<file path="config.mk">
export PLATFORM = sky130hd
export DESIGN_NAME = cm0_dap_dp_cdc
export DESIGN_NICKNAME = d
export VERILOG_FILES = /design/src/rtl/cm0_dap_dp_cdc.sv
export SDC_FILE = /design/constraint.sdc
export NUM_CORES = 1
export LEC_CHECK = 0
export CORE_ASPECT_RATIO = 1.25
export CORE_MARGIN = 2
export CORE_UTILIZATION = 42
export DETAILED_ROUTE_END_ITERATION = 8
export PLACE_DENSITY_LB_ADDON = 0.15
export SKIP_LAST_GASP = 1
export SLEW_MARGIN = 30
export SYNTH_ARGS = -nofsm -noshare
export SYNTH_HDL_FRONTEND = slang
export SYNTH_SLANG_ARGS = --single-unit
</file>
<file path="constraint.sdc">
create_clock -name dclk -period 4.95 [get_ports dclk]
set_clock_uncertainty 0.15 [all_clocks]
set_input_delay 0.99 -clock dclk [delete_from_list [all_inputs] [get_ports dclk]]
set_output_delay 0.99 -clock dclk [all_outputs]
set_load 0.005 [all_outputs]
</file>
<file path="src/rtl/cm0_dap_dp_cdc.sv">
// rtl/cm0_dap_dp_cdc.sv - DP-side initiator of the DP/AP four-phase req/ack clock-domain crossing
// Optional feature macro: DAP_DP_CDC_SYNC3_EN selects a 3-flop ack synchroniser (2 flops when undefined).
module cm0_dap_dp_cdc #(
  parameter int PRESENT = 1
) (
  input  logic        dclk,
  input  logic        dpreset,
  input  logic        dp_xfer_i,
  input  logic        dp_rnw_i,
  input  logic [3:0]  dp_regaddr_i,
  input  logic [31:0] dp_data_i,
  output logic        dp_req_dp_o,
  output logic        dp_rnw_o,
  output logic [3:0]  dp_regaddr_o,
  output logic [31:0] dp_data_o,
  input  logic        ap_ack_ap_i,
  input  logic [31:0] ap_data_i,
  input  logic        ap_err_i,
  output logic        dp_busy_o,
  output logic        dp_done_o,
  output logic [31:0] dp_rdata_o,
  output logic        dp_err_o,
  output logic        dp_ovr_o,
  input  logic        dp_ovr_clr_i,
  input  logic        SE
);

  typedef enum logic [1:0] {
    ST_SETTLE = 2'd0,
    ST_IDLE   = 2'd1,
    ST_REQ    = 2'd2,
    ST_ACKLO  = 2'd3
  } state_t;

  if (PRESENT != 0) begin : g_present

`ifdef DAP_DP_CDC_SYNC3_EN
    localparam int SYNC_DEPTH = 3;
`else
    localparam int SYNC_DEPTH = 2;
`endif

    logic [SYNC_DEPTH-1:0] ack_sync;
    logic                  ack_s;

    state_t state, state_nxt;
    logic   launch, capture, done_nxt, ovr_set;

    logic        req_q, rnw_q, done_q, err_q, ovr_q;
    logic [3:0]  regaddr_q;
    logic [31:0] data_q, rdata_q;

    // Ack synchroniser, deliberately not reset so SETTLE sees an ack the AP still holds;
    // in scan mode every stage loads the ack pin directly.
    always_ff @(posedge dclk) begin
      if (SE) ack_sync <= {SYNC_DEPTH{ap_ack_ap_i}};
      else    ack_sync <= {ack_sync[SYNC_DEPTH-2:0], ap_ack_ap_i};
    end

    assign ack_s = ack_sync[SYNC_DEPTH-1];

    // Handshake state register; reset parks in SETTLE until any lingering ack clears.
    always_ff @(posedge dclk) begin
      if (dpreset) state <= ST_SETTLE;
      else         state <= state_nxt;
    end

    // Next-state and one-cycle control strobes for the datapath.
    always_comb begin
      state_nxt = state;
      launch    = 1'b0;
      capture   = 1'b0;
      done_nxt  = 1'b0;
      ovr_set   = 1'b0;
      case (state)
        ST_SETTLE: begin
          ovr_set = dp_xfer_i;
          if (!ack_s) state_nxt = ST_IDLE;
        end
        ST_IDLE: begin
          if (dp_xfer_i) begin
            launch    = 1'b1;
            state_nxt = ST_REQ;
          end
        end
        ST_REQ: begin
          ovr_set = dp_xfer_i;
          if (ack_s) begin
            capture   = 1'b1;
            state_nxt = ST_ACKLO;
          end
        end
        ST_ACKLO: begin
          ovr_set = dp_xfer_i;
          if (!ack_s) begin
            done_nxt  = 1'b1;
            state_nxt = ST_IDLE;
          end
        end
        default: state_nxt = ST_SETTLE;
      endcase
    end

    // Launch, capture, done and overrun flops; launch values move only on IDLE->REQ.
    always_ff @(posedge dclk) begin
      if (dpreset) begin
        req_q     <= 1'b0;
        rnw_q     <= 1'b0;
        regaddr_q <= 4'h0;
        data_q    <= 32'h0;
        done_q    <= 1'b0;
        rdata_q   <= 32'h0;
        err_q     <= 1'b0;
        ovr_q     <= 1'b0;
      end else begin
        req_q  <= (state_nxt == ST_REQ);
        done_q <= done_nxt;
        if (launch) begin
          rnw_q     <= dp_rnw_i;
          regaddr_q <= dp_regaddr_i;
          data_q    <= dp_data_i;
        end
        if (capture) begin
          err_q <= ap_err_i;
          if (rnw_q) rdata_q <= ap_data_i;
        end
        if (ovr_set)           ovr_q <= 1'b1;
        else if (dp_ovr_clr_i) ovr_q <= 1'b0;
      end
    end

    assign dp_req_dp_o  = req_q;
    assign dp_rnw_o     = rnw_q;
    assign dp_regaddr_o = regaddr_q;
    assign dp_data_o    = data_q;
    assign dp_busy_o    = (state != ST_IDLE);
    assign dp_done_o    = done_q;
    assign dp_rdata_o   = rdata_q;
    assign dp_err_o     = err_q;
    assign dp_ovr_o     = ovr_q;

  end else begin : g_absent

    logic unused_inputs;
    assign unused_inputs = ^{dclk, dpreset, dp_xfer_i, dp_rnw_i, dp_regaddr_i, dp_data_i,
                             ap_ack_ap_i, ap_data_i, ap_err_i, dp_ovr_clr_i, SE};

    assign dp_req_dp_o  = 1'b0;
    assign dp_rnw_o     = 1'b0;
    assign dp_regaddr_o = 4'h0;
    assign dp_data_o    = 32'h0;
    assign dp_busy_o    = 1'b0;
    assign dp_done_o    = 1'b0;
    assign dp_rdata_o   = 32'h0;
    assign dp_err_o     = 1'b0;
    assign dp_ovr_o     = 1'b0;

  end

endmodule

</file>
==> impl_metrics.sql <==
INSERT INTO impl_metrics (metric_group, metric, value, unit) VALUES
('yosys', 'seq_area_frac_synth', '0.5550', ''),
('placement', 'buffer_ports.inserted', '149', ''),
('worst_hold_path', 'timing.hold.worst.class', 'reg2reg', ''),
('clock_network', 'cts_buffers', '9', ''),
('clock_network', 'post_cts_resized', '0', ''),
('yosys', 'post_synth_fa_ha_maj_area_fraction', '0.02252', ''),
('yosys', 'synth_simple_gate_area_frac', '0.2207', ''),
('floorplanning', 'initial_utilization', '0.4285', ''),
('pwr', 'static-leakage-power', '1.540', 'nW'),
('route', 'avgRoutedWirePerCell', '12.98', 'um'),
('sta', 'max_slew.worst_pin.slew', '0.7638', 'ns'),
('clock_network', 'post-cts-setup-buffers', '0', ''),
('route', 'detailedRoute.firstPassIterationCount', '4', ''),
('sta', 'timing.final.max_slew_violations', '0', ''),
('yosys', 'synth_enable_flop_cells', '0', ''),
('critical_path', 'start_kind', 'flip-flop', ''),
('critical_path', 'reg2reg_path_depth', '5', ''),
('yosys', 'most_used_dff_post_synth', 'sky130_fd_sc_hd__dfxtp_1', ''),
('yosys', 'synth_largest_type_area_fraction', '0.5550', ''),
('yosys', 'synth_cell_types', '25', ''),
('yosys', 'syn-mean-instance-area', '8.194', 'um^2'),
('yosys', 'ys_async_sr_fraction', '0', ''),
('global_route', 'grt_antenna_before_repair', '0', ''),
('pwr', 'post-layout-total-power', '1.549', 'mW'),
('yosys', 'synth_nets', '420', ''),
('placement', 'place_congestion', '0.8057', ''),
('pwr', 'power.density', '343.5', 'nW/um^2'),
('critical_path', 'path_delay_family', 'buffers and inverters', ''),
('yosys', 'muxShareOfSynthArea', '0.004054', ''),
('route', 'vias_per_cell', '4.695', ''),
('floorplanning', 'floorplan.die.width', '76.74', 'um'),
('global_route', 'grt_max_degree', '41', ''),
('route', 'vias', '2690', ''),
('yosys', 'post_synth_xor_area_fraction', '0', ''),
('run_status', 'outcome', 'complete, no violations', ''),
('worst_hold_path', 'whs_path_depth', '2', ''),
('sta', 'finalHoldViolations', '0', ''),
('sta', 'setup_violations', '0', ''),
('global_route', 'grt_overall_usage', '0.2046', ''),
('critical_path', 'critPathRequiredTime', '3.81', 'ns'),
('final_layout', 'area.growth.synth_to_final', '62.30', '%'),
('floorplanning', 'fp.dieH', '94.92', 'um'),
('critical_path', 'crit_chain', 'inv_1 -> ha_1 -> inv_1 -> clkdlybuf4s50_1', ''),
('critical_path', 'critPathBufInv', '3', ''),
('route', 'met1_length', '3.106', 'mm'),
('global_route', 'first_global_vias', '2533', ''),
('sta', 'period_needed', '2.738', 'ns'),
('critical_path', 'crit_path_max_incr_delay', '0.49', 'ns'),
('clock_network', 'clock_sink_count', '77', ''),
('critical_path', 'critical_path.reg2reg.endpoint', 'dp_req_dp_o', ''),
('route', 'met3_wirelength', '586', 'um'),
('placement', 'dp.final_hpwl', '5.188', 'mm'),
('global_route', 'global_route_wire_length_before_repair', '11.78', 'mm'),
('floorplanning', 'core', '6482', 'um^2'),
('clock_network', 'postCtsHoldBufs', '0', ''),
('final_layout', 'final_core_utilization', '0.6954', ''),
('clock_network', 'cts.path.max_buffers', '2', ''),
('sta', 'fin_setup_tns', '0', 'ns'),
('critical_path', 'crit_fanout', '5', ''),
('critical_path', 'r2r-start', 'g_present.state[0]', ''),
('sta', 'timing.slew.headroom', '0.4908', ''),
('clock_network', 'clock_tree_from_tritoncts', 'yes', ''),
('final_layout', 'drive_above_1_share', '0.05761', ''),
('clock_network', 'clk-insertion-delay-late', '0.34', 'ns'),
('yosys', 'largest_family_of_logic_cells_by_synthesized_area', 'simple AND/OR/NAND/NOR gates', ''),
('critical_path', 'cp_data_arrival_time', '1.60', 'ns'),
('floorplanning', 'fp.dieArea', '7284', 'um^2'),
('critical_path', 'cpMaxStageDelayCell', 'sky130_fd_sc_hd__clkdlybuf4s50_1', ''),
('global_route', 'globalRouteOverflowTotal', '0', ''),
('critical_path', 'end_kind', 'output port', ''),
('route', 'top_layer_used', 'met4', '');
## worst max path at each step
stage	end	start	cells after the start	slack (ns)
detailed placement	dp_data_o[4]	dp_xfer_i	5	2.45
floorplan	dp_regaddr_o[3]	dp_xfer_i	5	3.12
CTS	dp_busy_o	g_present.state[1]	4	2.18
global placement	dp_data_o[6]	dpreset	3	2.51
finish	dp_busy_o	g_present.state[1]	4	2.21
global route	dp_busy_o	g_present.state[1]	4	2.11
## layout by cell type, fill, tap and decap left out, types with 2 or more instances in the layout
cell	n
sky130_fd_sc_hd__nand3_1	2
sky130_fd_sc_hd__a21oi_1	67
sky130_fd_sc_hd__bufinv_16	2
sky130_fd_sc_hd__nand2b_1	3
sky130_fd_sc_hd__a211oi_1	2
sky130_fd_sc_hd__nor2b_1	2
sky130_fd_sc_hd__buf_4	4
sky130_fd_sc_hd__a21oi_2	5
sky130_fd_sc_hd__clkbuf_8	10
sky130_fd_sc_hd__nand2_1	141
sky130_fd_sc_hd__clkdlybuf4s50_1	148
sky130_fd_sc_hd__nor3_1	2
sky130_fd_sc_hd__dfxtp_1	77
sky130_fd_sc_hd__clkinvlp_4	2
sky130_fd_sc_hd__ha_1	5
sky130_fd_sc_hd__inv_1	3
## cell type report
class,count,area (um^2)
Timing Repair Buffer,153,1516
Inverter,3,11.26
Multi-Input combinational cell,237,1105
Sequential cell,77,1541
Tap cell,87,108.9
Fill cell,579,1974
Clock buffer,11,141.4
Clock inverter,5,83.83
## power by group
group          internal [mW]  total [mW]  switching [mW]  leakage (nW)
registers              0.666       0.697          0.0309         0.623
clock network          0.299       0.524           0.225         0.106
logic                  0.180       0.328           0.148         0.811
total                   1.14        1.55           0.404          1.54
## metal layers
layer  vias up  global-route usage
li1       1373                   -
met2       104              0.3406
met3        12             0.05545
met4         0              0.1045
met5         -                   0
met1      1201              0.2431
## cell families (layout without fill, tap and decap cells)
group                      Yosys count  count (layout)
and+or+nand+nor                    155             155
AOI/OAI and AO/OA                   76              76
DFF                                 77              77
adders and majority gates            5               5
muxes                                1               1
buffers and inverters               25             172
## synthesized netlist by cell type, types with 2 or more instances
cell type                    n
sky130_fd_sc_hd__a21oi_2     5
sky130_fd_sc_hd__buf_6       3
sky130_fd_sc_hd__nor3_1      2
sky130_fd_sc_hd__nand2_1   141
sky130_fd_sc_hd__inv_1       3
sky130_fd_sc_hd__nand2b_1    3
sky130_fd_sc_hd__a211oi_1    2
sky130_fd_sc_hd__a21oi_1    67
sky130_fd_sc_hd__nand3_1     2
sky130_fd_sc_hd__buf_2       7
sky130_fd_sc_hd__nor2b_1     2
sky130_fd_sc_hd__ha_1        5
sky130_fd_sc_hd__clkbuf_1    9
sky130_fd_sc_hd__dfxtp_1    77
## per-stage QoR
step	cell area (um^2)	hold slack [ns]	cells	setup slack, ns
after floorplan	2778	0.2839	339	3.125
after global placement	4282	0.2907	557	2.510
after detailed placement	4283	0.2954	557	2.449
after CTS	4508	0.3061	573	2.183
after global routing	4508	0.3240	573	2.110
final	4508	0.3038	573	2.212
## state kept, by name (all words and copies together), names as in the netlist
signal / cells
dp_data_o: 32
dp_rdata_o: 32
dp_regaddr_o: 4
g_present.ack_sync: 2
g_present.state: 2
dp_done_o: 1
dp_err_o: 1
dp_ovr_o: 1
dp_req_dp_o: 1
dp_rnw_o: 1
## worst min-delay path: cells and delay by family, from the launching register on
family,cells,cell delay [ns]
compound gates,1,0.05
flops,1,0.31
simple gates,1,0.05
No activity file was read; power rests on OpenSTA's default activity.
==> variant 1: new RTL, same settings <==
Encoding of `state_t`: now one-hot (4 bits for 4 states).
--- a/src/rtl/cm0_dap_dp_cdc.sv
+++ b/src/rtl/cm0_dap_dp_cdc.sv
@@ -26,9 +26,9 @@
 );
 
-  typedef enum logic [1:0] {
-    ST_SETTLE = 2'd0,
-    ST_IDLE   = 2'd1,
-    ST_REQ    = 2'd2,
-    ST_ACKLO  = 2'd3
+  typedef enum logic [3:0] {
+    ST_SETTLE = 4'b0001,
+    ST_IDLE   = 4'b0010,
+    ST_REQ    = 4'b0100,
+    ST_ACKLO  = 4'b1000
   } state_t;
 
Behaviour: same outputs for any inputs over 10 cycles, from zero or initial values and one cycle with dpreset high; not proved beyond that.
==> variant 1 against the unedited design <==
First-iteration DRC count shrank 26%; sequential cell count is 2 higher; synthesized area up 16%; highest routed layer unchanged; setup slack got worse by 0.32 ns; worst hold slack better by 0.0044 ns; via count rose by 4.4%; count of clock-buffer cells in the layout increased by 1; routed wire length rose by 2.8%; critical endpoint is now dp_rdata_o[12]; largest cell class unchanged; core utilization down 3.6 points; cell area is 8.3% higher.
Power is not compared: it rests on default switching activity, and its combinational part moved more than twofold at a synthesized area within 25%.
==> variant 1: results (changes against the unedited design) <==
Critical R2R Launch g_present.state[3] (was g_present.state[0]); post-synthesis mux area share 0.218 (was 0.00405); Syn Area/Cell 9.27 µm² (was 8.19 µm²); Total GRT Usage 0.183 (was 0.205); worst path arrival time 3.11 ns (was 1.60 ns); Tightest Hold Check Type flop to flop (unchanged); commonest cells in the netlist nand2_1 (141), dfxtp_1 (79), mux2i_1 (69) (was nand2_1 (141), dfxtp_1 (77), a21oi_1 (67)); measured slew at the worst slew-check pin 0.797 ns (was 0.764 ns); routed via count 2,808 (was 2,690); Max FO, Critical Path 66 (was 5); syn nets 424 (was 420); Final GP Congestion 0.728 (was 0.806); complex-gate fraction of the synthesized area 0.0240 (was 0.150); largest net degree at the start of global routing 67 (was 41); Post-Route WL 7650 µm (was 7440 µm); DRT iter0 DRCs 90 (was 122); Synth area leaders dfxtp_1 (49%), mux2i_1 (21%), nand2_1 (16%) (was dfxtp_1 (55%), nand2_1 (19%), a21oi_1 (12%)); fill count 618 (was 579); share of cells above drive strength 1 0.0492 (was 0.0576); HPWL Detailed 5440 µm (was 5190 µm); minimum clock period 3.06 ns (was 2.74 ns); initial antenna violation count 0 (unchanged); R2R depth 3 (was 5); synth unique cells 27 (was 25); H-Tree Depth 3 (unchanged); crit path to dp_rdata_o[12] (was dp_busy_o); XOR/XNOR share of the synthesized area 0.00543 (was 0); launch point of the worst path dpreset (was g_present.state[1]); clock buffer depth 2 (unchanged); Reg2Reg Setup Slack 2.97 ns (was 3.06 ns); Hold Path Sink dp_data_o[10] (was dp_data_o[17]); DP Area 4660 µm² (was 4280 µm²); crit-path max cell delay 0.67 ns (was 0.49 ns); yosys warns 0 (unchanged); final cell count without fillers 580 (was 573); Hold Startpoint dp_data_o[10] (was dp_data_o[17]); status finished clean (unchanged); Total Nets Final 559 (was 562); dpl ws 1.50 ns (was 2.45 ns); post-CTS setup repair buffer count 0 (unchanged); P_int 0.000992 W; sequential area share after synthesis 0.490 (was 0.555); first-pass GRT wire length 12,000 µm (was 11,800 µm); Synth async-reset ratio 0 (unchanged); slowest library cell on the worst path clkinv_2 (was clkdlybuf4s50_1); Min Hold Slack 0.308 ns (was 0.304 ns)
-- variant 1: changes by cell type after synthesis, moves of 3 or more --
cell      change
a21oi_1      -66
a21oi_2       -5
buf_12        +3
clkbuf_1      +5
ha_1          -5
mux2i_1      +69
nor2_1        +5
-- variant 1: layer usage --
metal | routed length (µm) | GRT usage | vias up
met5 | 0 | 0 | -
met1 | 3310 | 0.209 | 1299
met3 | 627 | 0.0724 | 8
met2 | 3610 | 0.305 | 96
met4 | 98 | 0.0679 | 0
li1 | - | - | 1405
-- variant 1: area by class of cell --
class / instances / area (µm²) / area share
Inverter: 2 / 8.76 / 0.00179
Timing Repair Buffer: 152 / 1510 / 0.310
Tap cell: 92 / 115 / 0.0236
Sequential cell: 79 / 1580 / 0.324
Clock inverter: 4 / 51.3 / 0.0105
Clock buffer: 12 / 165 / 0.0338
Multi-Input combinational cell: 239 / 1450 / 0.296
-- variant 1: worst min-delay path: stages (launching register included) --
cell and delay, ns:
dfxtp_1 0.31, nand2_1 0.05, mux2i_1 0.05
==> variant 2: new RTL, same flow settings <==
Made on the original files. The localparam `SYNC_DEPTH` goes from 2 to 4.
--- a/src/rtl/cm0_dap_dp_cdc.sv
+++ b/src/rtl/cm0_dap_dp_cdc.sv
@@ -38,5 +38,5 @@
     localparam int SYNC_DEPTH = 3;
 `else
-    localparam int SYNC_DEPTH = 2;
+    localparam int SYNC_DEPTH = 4;
 `endif
 
Check against the original RTL: not equivalent (a bounded check fails within 4 cycles, from zero or initial values and one cycle with dpreset high).
==> variant 2 against the unedited design <==
Core utilization is 0.15 points higher; synthesized area is 2.1% higher; power is 4.8% higher; setup slack worse by 0.00069 ns; critical path depth stayed put; non-clock buffer count stayed put; sequential share of layout area is 0.37 points higher; routed wire length is 1.5% lower; highest routed layer unchanged; cell area is 1.5% higher; sequential cell count is 2 higher.
==> variant 2: results (changes against the unedited design) <==
DRT iter0 DRCs 102 (was 122); Total GRT Usage 0.201 (was 0.205); status finished clean (unchanged); R2R depth 5 (unchanged); clock buffer depth 2 (unchanged); Layout area overhead 61.3% (was 62.3%); DP Area 4340 µm² (was 4280 µm²); launch point of the worst path g_present.state[1] (unchanged); crit path to dp_busy_o (unchanged); H-Tree Depth 3 (unchanged); measured slew at the worst slew-check pin 0.803 ns (was 0.764 ns); routed via count 2,722 (was 2,690); DR WL met3 638 µm (was 586 µm); synth unique cells 25 (unchanged); Post-Route WL 7320 µm (was 7440 µm); yosys warns 0 (unchanged); Synth area leaders dfxtp_1 (56%), nand2_1 (19%), a21oi_1 (12%) (was dfxtp_1 (55%), nand2_1 (19%), a21oi_1 (12%)); share of cells above drive strength 1 0.0549 (was 0.0576); P_leak 1.59 nW (was 1.54 nW); switching part of the total 0.250 (was 0.261); HPWL Detailed 5090 µm (was 5190 µm); slowest library cell on the worst path clkdlybuf4s50_1 (unchanged); PortBufs 149 (unchanged); Critical R2R Capture dp_data_o[16] (was dp_req_dp_o); uppermost layer routed met4 (unchanged); largest net degree at the start of global routing 42 (was 41); post-CTS setup repair buffer count 0 (unchanged); VDD IR max 225 µV (was 214 µV); met2 wire len 3470 µm (was 3590 µm); Worst-path clk slew 0.07 ns; crit-path leading delay family buffers and inverters (unchanged); syn nets 428 (was 420); Final GP Congestion 0.790 (was 0.806); crit-path max cell delay 0.50 ns; Tightest Hold Check Type flop to flop (unchanged); Pre-antenna DRT Iters 4 (unchanged); first-pass GRT wire length 11,700 µm (was 11,800 µm); worst path arrival time 1.60 ns (about the same); vias in the first global route 2,585 (was 2,533); initial antenna violation count 0 (unchanged); Synth async-reset ratio 0 (unchanged); Max FO, Critical Path 5 (unchanged); Total Nets Final 570 (was 562); Post-CTS Resized 0 (unchanged); commonest cells in the netlist nand2_1 (142), dfxtp_1 (79), a21oi_1 (67) (was nand2_1 (141), dfxtp_1 (77), a21oi_1 (67)); Reg2Reg Setup Slack 3.10 ns (was 3.06 ns); CTS buffer count 9 (unchanged); n_diodes 0 (unchanged); Critical R2R Launch g_present.state[0] (unchanged); fill count 526 (was 579); sequential area share after synthesis 0.558 (was 0.555); Skew-Pair Late Insertion Delay 0.34 ns (about the same); Clk Tree Root Cell clkbuf_8 (unchanged); wl on met1 3100 µm (was 3110 µm)
==> variant 2: cells by family after synthesis <==
family,after synthesis,synth area share
buffers and inverters,28,0.0507
AND/OR/NAND/NOR,156,0.217
flip-flops,79,0.558
AO/OA/AOI/OAI,79,0.152
adder cells (fa/ha/maj),5,0.0221
==> variant 2: power groups by stage <==
stage               combinational [W]  sequential, W  clock (W)
floorplan                    0.000161       0.000734          0
global placement             0.000338       0.000731          0
detailed placement           0.000348       0.000734          0
CTS                          0.000350       0.000719   0.000577
global route                 0.000382       0.000726   0.000600
finish                       0.000346       0.000719   0.000559
==> variant 2: tightest hold or removal path: stages, from the launching register on <==
cell     delay, ns
dfxtp_1       0.30
inv_1         0.04
o21ai_0       0.06
==> variant 2: final cells by class <==
type / count / area (µm²) / share of cell area
tap: 87 / 109 / 0.0238
multi-input combinational: 240 / 1110 / 0.243
clock buffer: 10 / 138 / 0.0301
sequential: 79 / 1580 / 0.346
clock inverter: 4 / 95.1 / 0.0208
timing repair buffer: 153 / 1520 / 0.331
inverter: 6 / 22.5 / 0.00492
==> variant 2: how the worst min path moves through the flow <==
stage / cells after the start / startpoint / endpoint
2_1_floorplan: 2 / g_present.ack_sync[0] / g_present.ack_sync[1]
3_3_place_gp: 2 / g_present.ack_sync[1] / g_present.ack_sync[2]
3_5_place_dp: 2 / g_present.ack_sync[1] / g_present.ack_sync[2]
4_1_cts: 2 / g_present.ack_sync[1] / g_present.ack_sync[2]
5_1_grt: 2 / g_present.ack_sync[1] / g_present.ack_sync[2]
6_report: 2 / g_present.ack_sync[1] / g_present.ack_sync[2]
==> variant 2: layer usage <==
metal | up-vias | GRT usage
li1 | 1393 | -
met1 | 1221 | 0.224
met2 | 100 | 0.335
met3 | 8 | 0.0844
met4 | 0 | 0.0923
met5 | - | 0
==> variant 2: through the flow <==
stage	hold slack [ns]	instances	setup slack, ns	total power (W)	util
floorplan	0.265	347	3.12	0.000894	-
global placement	0.285	565	1.88	0.00107	0.661
detailed placement	0.290	565	2.23	0.00108	0.662
CTS	0.301	579	2.17	0.00165	0.697
global route	0.316	579	2.11	0.00171	0.697
finish	0.295	579	2.21	0.00162	0.697
